<file path="src/rtl/ibex_rf_wr_arbiter.sv">
// ibex_rf_wr_arbiter
//
// This block shares the single register-file write port between two writers:
// the EX stage (ALU/MUL results) and the LSU (load data).
//
// The LSU always wins, because a load response cannot be held back. When an EX
// write collides with an LSU write, the EX write is parked in a one-entry
// holding buffer. The buffer is written out on the next cycle that has no LSU
// write.
//
// Optional build macro RF_INIT_SWEEP_EN:
//   - Defined: after reset the block writes zero to every register from 1 up
//     to the last register. The latch-based register file has no reset of its
//     own. busy_o is high for the whole sweep.
//   - Undefined: reset goes straight to IDLE and busy_o is tied low.
//
// Handshake (EX and LSU ports):
//   - A requester drives req_i together with addr_i and data_i.
//   - The request is consumed in a cycle exactly when the matching gnt_o is
//     high in that cycle.
//   - gnt_o is combinational from req_i and the current state.
//   - A requester that is not granted keeps req_i, addr_i and data_i stable
//     until it is granted.
//   - The LSU is never refused outside the init sweep.
//
// Writes to x0 are granted but are never written to the register file.

module ibex_rf_wr_arbiter #(
  parameter bit          RV32E     = 1'b0,
  parameter int unsigned DataWidth = 32
) (
  input  logic                 clk_int,
  input  logic                 rst_ni,

  input  logic                 ex_req_i,
  input  logic [4:0]           ex_addr_i,
  input  logic [DataWidth-1:0] ex_data_i,
  output logic                 ex_gnt_o,

  input  logic                 lsu_req_i,
  input  logic [4:0]           lsu_addr_i,
  input  logic [DataWidth-1:0] lsu_data_i,
  output logic                 lsu_gnt_o,

  output logic                 rf_we_o,
  output logic [4:0]           rf_waddr_o,
  output logic [DataWidth-1:0] rf_wdata_o,

  output logic                 pend_valid_o,
  output logic [4:0]           pend_addr_o,
  output logic                 busy_o,

  // Current FSM state: 0 = INIT, 1 = IDLE, 2 = HELD.
  output logic [1:0]           dbg_state_o
);

  localparam int unsigned AddrWidth = RV32E ? 4 : 5;

  typedef enum logic [1:0] {
    INIT = 2'd0,
    IDLE = 2'd1,
    HELD = 2'd2
  } state_e;

  state_e state_q, state_d;

  // Registered write port.
  logic                 rf_we_q, rf_we_d;
  logic [4:0]           rf_waddr_q, rf_waddr_d;
  logic [DataWidth-1:0] rf_wdata_q, rf_wdata_d;

  // One-entry holding buffer for a displaced EX write.
  // It is "full" exactly when the FSM is in HELD.
  logic [AddrWidth-1:0] pend_addr_q;
  logic [DataWidth-1:0] pend_data_q;
  logic                 buf_load;

  logic                 busy;
  logic [AddrWidth-1:0] ex_addr, lsu_addr;
  logic                 ex_wr, lsu_wr;

  // Zero-extend a truncated register index back to the 5-bit port width.
  function automatic logic [4:0] zext(input logic [AddrWidth-1:0] a);
    logic [4:0] r;
    r = '0;
    r[AddrWidth-1:0] = a;
    return r;
  endfunction

  // Only the low AddrWidth address bits are meaningful.
  // In an RV32E build the top bit of each address port is ignored.
  assign ex_addr  = ex_addr_i[AddrWidth-1:0];
  assign lsu_addr = lsu_addr_i[AddrWidth-1:0];

  logic unused_addr_msb;
  assign unused_addr_msb = ex_addr_i[4] ^ lsu_addr_i[4];

`ifdef RF_INIT_SWEEP_EN
  // Sweep counter.
  // It starts at 1 because x0 is hard-wired to zero and needs no write.
  localparam logic [AddrWidth-1:0] CntLast = {AddrWidth{1'b1}};
  logic [AddrWidth-1:0] cnt_q;

  assign busy = (state_q == INIT);

  // Advance the sweep counter once per cycle while in INIT.
  always_ff @(posedge clk_int or negedge rst_ni) begin
    if (!rst_ni) begin
      cnt_q <= AddrWidth'(1);
    end else if (state_q == INIT) begin
      cnt_q <= cnt_q + AddrWidth'(1);
    end
  end
`else
  assign busy = 1'b0;
`endif

  // Grants.
  // EX is refused only while the buffer is full and the LSU also wants the
  // port, because there is nowhere left to park the EX write.
  assign lsu_gnt_o = lsu_req_i & ~busy;
  assign ex_gnt_o  = ex_req_i & ~busy & (~pend_valid_o | ~lsu_req_i);

  // A granted request that really writes the register file (not x0).
  assign lsu_wr = lsu_gnt_o & (lsu_addr != '0);
  assign ex_wr  = ex_gnt_o & (ex_addr != '0);

  // Next-state logic and selection of the write source.
  always_comb begin
    state_d    = state_q;
    rf_we_d    = 1'b0;
    rf_waddr_d = rf_waddr_q;
    rf_wdata_d = rf_wdata_q;
    buf_load   = 1'b0;

    unique case (state_q)
      INIT: begin
`ifdef RF_INIT_SWEEP_EN
        rf_we_d    = 1'b1;
        rf_waddr_d = zext(cnt_q);
        rf_wdata_d = '0;
        if (cnt_q == CntLast) begin
          state_d = IDLE;
        end
`else
        state_d = IDLE;
`endif
      end

      IDLE: begin
        if (lsu_wr) begin
          rf_we_d    = 1'b1;
          rf_waddr_d = zext(lsu_addr);
          rf_wdata_d = lsu_data_i;
          // The LSU took the port, so a real EX write has to wait in the
          // buffer.
          if (ex_wr) begin
            buf_load = 1'b1;
            state_d  = HELD;
          end
        end else if (ex_wr) begin
          // The port is free. This includes the case of an LSU write to x0,
          // which uses no port slot.
          rf_we_d    = 1'b1;
          rf_waddr_d = zext(ex_addr);
          rf_wdata_d = ex_data_i;
        end
      end

      HELD: begin
        if (lsu_wr) begin
          // The load wins again and the buffered EX write keeps waiting.
          // EX is not granted in this cycle.
          rf_we_d    = 1'b1;
          rf_waddr_d = zext(lsu_addr);
          rf_wdata_d = lsu_data_i;
        end else begin
          // No real LSU write (none at all, or one to x0): drain the buffer.
          rf_we_d    = 1'b1;
          rf_waddr_d = zext(pend_addr_q);
          rf_wdata_d = pend_data_q;
          // A granted EX write in this cycle refills the buffer that was
          // just emptied, so the state stays HELD.
          if (ex_wr) begin
            buf_load = 1'b1;
          end else begin
            state_d = IDLE;
          end
        end
      end

      default: state_d = IDLE;
    endcase
  end

  // State register and the registered write port.
  always_ff @(posedge clk_int or negedge rst_ni) begin
    if (!rst_ni) begin
`ifdef RF_INIT_SWEEP_EN
      state_q <= INIT;
`else
      state_q <= IDLE;
`endif
      rf_we_q    <= 1'b0;
      rf_waddr_q <= '0;
      rf_wdata_q <= '0;
    end else begin
      state_q    <= state_d;
      rf_we_q    <= rf_we_d;
      rf_waddr_q <= rf_waddr_d;
      rf_wdata_q <= rf_wdata_d;
    end
  end

  // Capture a displaced or refilled EX write into the holding buffer.
  always_ff @(posedge clk_int or negedge rst_ni) begin
    if (!rst_ni) begin
      pend_addr_q <= '0;
      pend_data_q <= '0;
    end else if (buf_load) begin
      pend_addr_q <= ex_addr;
      pend_data_q <= ex_data_i;
    end
  end

  assign rf_we_o      = rf_we_q;
  assign rf_waddr_o   = rf_waddr_q;
  assign rf_wdata_o   = rf_wdata_q;
  assign pend_valid_o = (state_q == HELD);
  assign pend_addr_o  = zext(pend_addr_q);
  assign busy_o       = busy;
  assign dbg_state_o  = state_q;

endmodule

</file>
<file path="config.mk">
export PLATFORM = sky130hd
export DESIGN_NAME = ibex_rf_wr_arbiter
export DESIGN_NICKNAME = d
export VERILOG_FILES = /design/src/rtl/ibex_rf_wr_arbiter.sv
export SDC_FILE = /design/constraint.sdc
export NUM_CORES = 1
export LEC_CHECK = 0
export CAP_MARGIN = 20
export CORE_MARGIN = 2
export CORE_UTILIZATION = 39
export CTS_CLUSTER_DIAMETER = 40
export DETAILED_ROUTE_END_ITERATION = 10
export PLACE_DENSITY = 0.81
export RECOVER_POWER = 50
export SLEW_MARGIN = 10
export SYNTH_ARGS = -nofsm -noshare
export SYNTH_HDL_FRONTEND = slang
export SYNTH_SLANG_ARGS = --single-unit
</file>
<file path="constraint.sdc">
create_clock -name clk_int -period 2.35 [get_ports clk_int]
set_clock_uncertainty 0.05 [all_clocks]
set_input_delay 0.47 -clock clk_int [delete_from_list [all_inputs] [get_ports clk_int]]
set_output_delay 0.47 -clock clk_int [all_outputs]
set_load 0.005 [all_outputs]
</file>
==> flow_summary.yaml, run 1 <==
run_status:
  status: "finished with violations"
  violations: "max-capacitance violations, max-slew violations"
setup_path:
  crit_path_start_kind: "flip-flop"
  criticalPathCategory: "reg -> reg"
  reg2reg_from: "dbg_state_o[0]"
  path_cells: "inv_1, ha_2, a21boi_2, buf_4, o21ai_2, a31oi_4, buf_4, mux2_2"
  r2r_end: "rf_wdata_o[12]"
  crit_cells: 8
  worstSetupEndpointType: "flip-flop"
  reg2reg_depth: 8
  arrival_ps: 2410
  crit_buf_inv: 3
  cp_top_family: "flip-flops"
  crit_fanout: 8
  r2r_slack_ps: 110
  slowest_stage: "dfstp_2"
  worst_path_largest_cell_delay_ps: 540
  worstPathRequired_ps: 2520
  cp_common_cell: "buf_4"
power:
  p_int_uw: 4830
  p_sw_share_pct: 29.6
  powerDensity_mw_per_mm2: 1180
  p_leak_uw: 0.00245
  power_uw: 6870
  combPwrFrac_pct: 48.8
  p_clk_share_pct: 16.3
  switchingPower_uw: 2030
  seqPwrFrac_pct: 34.9
  ir_drop_mv: 0.498
synth:
  yosysSeqAreaShare_pct: 47.8
  syn_inst: 274
  ys.warnings.count: 0
  ys_types: 32
  syn_area_per_cell_um2: 14.7
  ys_top_cells_by_area: "dfrtp_1 47%, mux2_2 22%, mux2_4 11%"
  synth.largest_area_cell: "dfrtp_1"
  synth_area_mm2: 0.00403
  yosys.area.top_type_share_pct: 47.2
  syn-num-nets: 354
  ys_seq_elements: 77
timing:
  finalCriticalPeriod_ps: 2240
  rsz0062_at_grt: "false"
  setup_violations: 0
  hold_viol_final: 0
  slew_violations: 31
  max_slew_margin_pct: -19.9
  max_freq_mhz: 446
  tns_ps: 0
  final.period_utilization_pct: 95.4
  tightest_slew_ps: 1800
  fin_ws_ps: 108
detailed_routing:
  drtIter0Drc: 60
  drt_wl_total_mm: 9.67
  via_per_inst: 5.02
  vias: 2805
  drtPass1Iterations: 4
  antenna_left: 0
  drcViolationCount: 0
  routedWlPerCell_um: 17.3
min_path:
  min_path_cells: 1
  holdPathEnd: "pend_data_q[12]"
  hold_path.class: "reg -> reg"
  hp-start: "pend_data_q[12]"
clocking:
  cts_sinks: 77
  clock_latency_ps: 340
  clk_pin_slew_ps: 80
  h-tree-depth: 3
  tritoncts: "yes"
  cts_buffer_depth: 2
  cts_buffers: 9
  root_buffer: "clkbuf_8"
layout:
  drive_gt1_share_pct: 37.6
  final_area_mm2: 0.00582
  diodes: 0
  multi_input_area_mm2: 0.00199
  nets: 498
  num-fill-cells: 823
  synthToLayoutAreaGrowth_pct: 44.5
  seqCellArea_mm2: 0.00193
  final_util_pct: 57.2
place:
  place_area_mm2: 0.00558
  io_buffers: 125
  place_ws_ps: -233
  gp_congestion: 0.791
  place_hpwl_mm: 7.23
die:
  die_area_mm2: 0.0112
  die_w_um: 106
  coreArea_mm2: 0.0102
  start_util_pct: 39.6
  ioPinCount: 127
  die_y_um: 106
  core.rowCount: 37
global_route:
  antenna_found_initial: 0
  grtUsageTotal_pct: 18.1
  grt_max_degree: 48
  grt_pass1_vias: 3199
  grt_pass1_wl_mm: 15.9
  overflow: 0
run:
  maxCapViolations: 1
[cell usage in the layout, fill, tap and decap left out, types with 4 or more instances in the layout]
| cell | netlist | final |
|---|---|---|
| o21ai_0 | 7 | 7 |
| clkdlybuf4s50_1 | 0 | 98 |
| buf_12 | 0 | 6 |
| buf_4 | 5 | 19 |
| nand2_1 | 5 | 5 |
| clkbuf_8 | 0 | 10 |
| dfrtp_1 | 76 | 76 |
| mux2_4 | 30 | 30 |
| inv_1 | 4 | 4 |
| mux2i_1 | 5 | 5 |
| mux2_1 | 30 | 30 |
| mux2_2 | 78 | 78 |
| dlygate4sd3_1 | 0 | 24 |
[per-stage QoR]
stage | instances | hold WS, ps
after floorplan | 274 | 124
after detailed placement | 542 | 392
final | 559 | 441
after global routing | 559 | 462
after global placement | 542 | 381
after CTS | 559 | 6.41
[flip-flops by register name (all words and copies together), names as in the netlist]
name         flops
dbg_state_o      2
pend_data_q     32
rf_we_o          1
rf_wdata_o      32
rf_waddr_o       5
pend_addr_o      5
[synth_stat cells]
cell type	n
ha_1	2
o21ai_4	1
o22a_1	1
o211ai_4	1
a21oi_1	2
o21ai_2	1
buf_2	5
conb_1	1
nor2_1	2
o211ai_1	1
inv_1	4
or4_4	1
o21a_1	2
dfrtp_1	76
a21boi_0	1
o22ai_1	1
clkbuf_1	2
mux2_2	78
or2_2	1
mux2_1	30
buf_1	1
o21ai_0	7
buf_4	5
o311ai_0	1
dfstp_2	1
nand2_1	5
o31ai_2	1
buf_6	3
a31oi_4	1
or3_4	1
mux2_4	30
mux2i_1	5
[cell type report]
type / instances / share of cell area, %
Clock buffer: 11 / 2.43
Clock inverter: 5 / 1.44
Inverter: 4 / 0.258
Multi-Input combinational cell: 177 / 34.1
Sequential cell: 77 / 33.1
Tap cell: 136 / 2.92
Timing Repair Buffer: 149 / 25.8
[repair_timing]
| item | 4_1_cts | 5_1_grt |
|---|---|---|
| endpoints found under the setup margin | 2 | 1 |
| hold buffers | 0 | 0 |
| pin swaps | 1 | 0 |
| gates cloned | 0 | 0 |
| setup buffers | 1 | 0 |
| gates resized for setup | 3 | 3 |
[per-layer routing]
metal,global-route usage (%),up-vias,wire length (um)
li1,-,1284,-
met1,21.2,1408,3920
met2,31.8,94,4990
met3,4.58,19,539
met4,6.58,0,211
met5,0,-,0
[worst max-delay path by stage]
stage	startpoint	to
3_5_place_dp	lsu_addr_i[0]	rf_wdata_o[12]
4_1_cts	dbg_state_o[0]	pend_valid_o
3_3_place_gp	lsu_addr_i[0]	rf_wdata_o[12]
5_1_grt	dbg_state_o[0]	rf_wdata_o[12]
6_report	dbg_state_o[0]	rf_wdata_o[12]
2_1_floorplan	dbg_state_o[0]	rf_wdata_o[1]
[logic make-up (layout without fill, tap and decap cells)]
| family | after synthesis | in the layout | share of synthesized area, % |
|---|---|---|---|
| compound gates | 21 | 21 | 4.44 |
| fa+ha+maj | 2 | 2 | 0.621 |
| buf+inv | 20 | 169 | 3.04 |
| flops | 77 | 77 | 47.8 |
| mux | 143 | 143 | 42.6 |
| other cells | 1 | 1 | 0.0930 |
| simple gates | 10 | 10 | 1.37 |
[power by group through the flow]
stage          Combinational [uW]  Sequential, uW  Clock, uW
6_report                     3350            2400       1120
4_1_cts                      3470            2410       1160
3_5_place_dp                 3440            2430          0
3_3_place_gp                 3340            2380          0
5_1_grt                      3600            2480       1220
2_1_floorplan                1950            2370          0
Power figures use the tool's default switching activity.
==> run 2: changes to the inputs <==
--- a/config.mk
+++ b/config.mk
@@ -5,12 +5,13 @@
 export SDC_FILE = /design/constraint.sdc
 export NUM_CORES = 1
 export LEC_CHECK = 0
+export ABC_CLOCK_PERIOD_IN_PS = 2350
 export CAP_MARGIN = 20
 export CORE_MARGIN = 2
 export CORE_UTILIZATION = 39
 export CTS_CLUSTER_DIAMETER = 40
 export DETAILED_ROUTE_END_ITERATION = 10
-export PLACE_DENSITY = 0.81
+export PLACE_DENSITY = 0.8
 export RECOVER_POWER = 50
 export SLEW_MARGIN = 10
 export SYNTH_ARGS = -nofsm -noshare
==> run 2 against run 1 <==
  * The run still ends with max-capacitance violations, max-slew violations left
  * Setup slack got worse by 31 ps
  * Hold slack improved by 0.53 ps
  * First-iteration DRC count increased by 28%
  * Routed wire length decreased by 2.0%
  * Sequential share of layout area increased by 0.34 points
  * Cell count decreased by 0.72%
  * Sequential power about the same
  * Largest cell class unchanged
  * Highest routed layer unchanged
==> flow_summary.yaml, run 2 (synthesis gave the netlist of run 1 again) <==
power:
  powerDensity_mw_per_mm2: 1150
  p_leak_uw: 0.00241
  power_uw: 6650
  ir_drop_mv: 0.524
clocking:
  h-tree-depth: 3
  clock_latency_ps: 340
  cts_sinks: 77
  root_buffer: "clkbuf_8"
  cts_buffer_depth: 2
  tritoncts: "yes"
  cts_buffers: 9
  clk_pin_slew_ps: 90
min_path:
  holdPathEnd: "pend_data_q[24]"
  hp-start: "pend_data_q[24]"
  min_path_cells: 1
  hold_path.class: "reg -> reg"
timing:
  rsz0062_at_grt: "false"
  setup_violations: 0
  tightest_slew_ps: 1750
  final.period_utilization_pct: 96.7
  slew_violations: 31
  max_slew_margin_pct: -16.9
  max_freq_mhz: 440
  hold_viol_final: 0
  finalCriticalPeriod_ps: 2270
global_route:
  grtUsageTotal_pct: 17.3
  grt_pass1_wl_mm: 15.2
  antenna_found_initial: 0
  grt_pass1_vias: 3103
  overflow: 0
  grt_max_degree: 48
layout:
  diodes: 0
  final_util_pct: 56.6
  synthToLayoutAreaGrowth_pct: 43.0
  mostFrequentLayoutCell: "clkdlybuf4s50_1"
  nets: 494
  instances_no_fill: 555
  drive_gt1_share_pct: 36.3
  final_cell_mix: "99 x clkdlybuf4s50_1, 78 x mux2_2, 76 x dfrtp_1"
run_status:
  status: "finished with violations"
  violations: "max-capacitance violations, max-slew violations"
detailed_routing:
  drtPass1Iterations: 4
  drcViolationCount: 0
  via_per_inst: 4.97
  routedWlPerCell_um: 17.1
  drt_wl_total_mm: 9.47
  antenna_left: 0
  vias: 2757
  drtIter0Drc: 77
setup_path:
  worstPathRequired_ps: 2530
  reg2reg_depth: 7
  worstSetupEndpointType: "flip-flop"
  reg2reg_from: "dbg_state_o[0]"
  r2r_slack_ps: 170
  crit_fanout: 8
  r2r_end: "pend_addr_o[2]"
  criticalPathCategory: "in -> reg"
  crit_start: "ex_addr_i[2]"
  crit_path_start_kind: "primary input"
  arrival_ps: 2450
die:
  die_area_mm2: 0.0112
  core.rowCount: 37
  die_y_um: 106
  start_util_pct: 39.6
  die_w_um: 106
  coreArea_mm2: 0.0102
  ioPinCount: 127
place:
  gp_congestion: 0.749
  io_buffers: 125
  dp.cells: 538
  place_hpwl_mm: 6.97
run:
  maxCapViolations: 1
==> run 2: layout make-up <==
type / instances / area, um2
clock inverters: 5 / 61.3
well taps: 136 / 170
multi-input cells: 177 / 1990
clock buffers: 11 / 131
fillers: 844 / 4420
inverters: 4 / 15.0
repair buffers: 145 / 1470
flip-flops and latches: 77 / 1930
==> run 2: worst max-delay path, cell delays in order <==
cell and delay [ps]:
clkdlybuf4s50_1 420, or4_1 590, o21a_1 240, o211ai_4 140, buf_4 250, mux2_1 340
==> run 2: per-layer routing <==
layer / vias to the layer above / part of all wire [%] / track usage, %
met5: - / 0 / 0
met4: 0 / 2.8 / 6.20
met3: 19 / 5.6 / 4.89
met2: 84 / 50 / 30.4
met1: 1377 / 42 / 20.2
li1: 1277 / - / -
==> run 2: how the worst max path moves through the flow <==
stage	end	slack [ps]	cells after the start
after detailed placement	rf_wdata_o[9]	-260	6
after global placement	pend_data_q[12]	-210	6
after floorplan	rf_wdata_o[1]	70	7
after CTS	pend_valid_o	2	4
final	pend_data_q[11]	80	6
after global routing	pend_data_q[11]	20	6
==> run 2: where the power goes <==
| part | switching (uW) | leakage (uW) | total, uW | internal (uW) |
|---|---|---|---|---|
| sequential | 366 | 0.000907 | 2390 | 2030 |
| combinational | 1160 | 0.00142 | 3280 | 2120 |
| clock | 487 | 0.0000858 | 981 | 494 |
==> run 2: timing repair <==
action | 4_1_cts | 5_1_grt
setup buffers | 0 | 1
hold buffers | 0 | 0
gates resized for setup | 4 | 2
pin swaps | 0 | 0
setup endpoints to repair | 3 | 1
==> run 2: through the flow <==
step	hold slack, ps	TNS (ps)	setup slack [ps]	instance area, um2
after global routing	463	0	21.8	5760
after detailed placement	383	-16610	-257	5550
after global placement	382	-14100	-212	5550
after CTS	2.55	0	2.31	5750
after floorplan	124	0	65.1	4030
final	442	0	77.5	5760
==> run 3: changes to the inputs <==
--- a/config.mk
+++ b/config.mk
@@ -13,7 +13,7 @@
 export DETAILED_ROUTE_END_ITERATION = 10
 export PLACE_DENSITY = 0.8
 export RECOVER_POWER = 50
-export SLEW_MARGIN = 10
+export SLEW_MARGIN = 40
 export SYNTH_ARGS = -nofsm -noshare
 export SYNTH_HDL_FRONTEND = slang
 export SYNTH_SLANG_ARGS = --single-unit
==> results of run 3 <==
The final DEF is identical to that of run 2; final timing and power are the same.
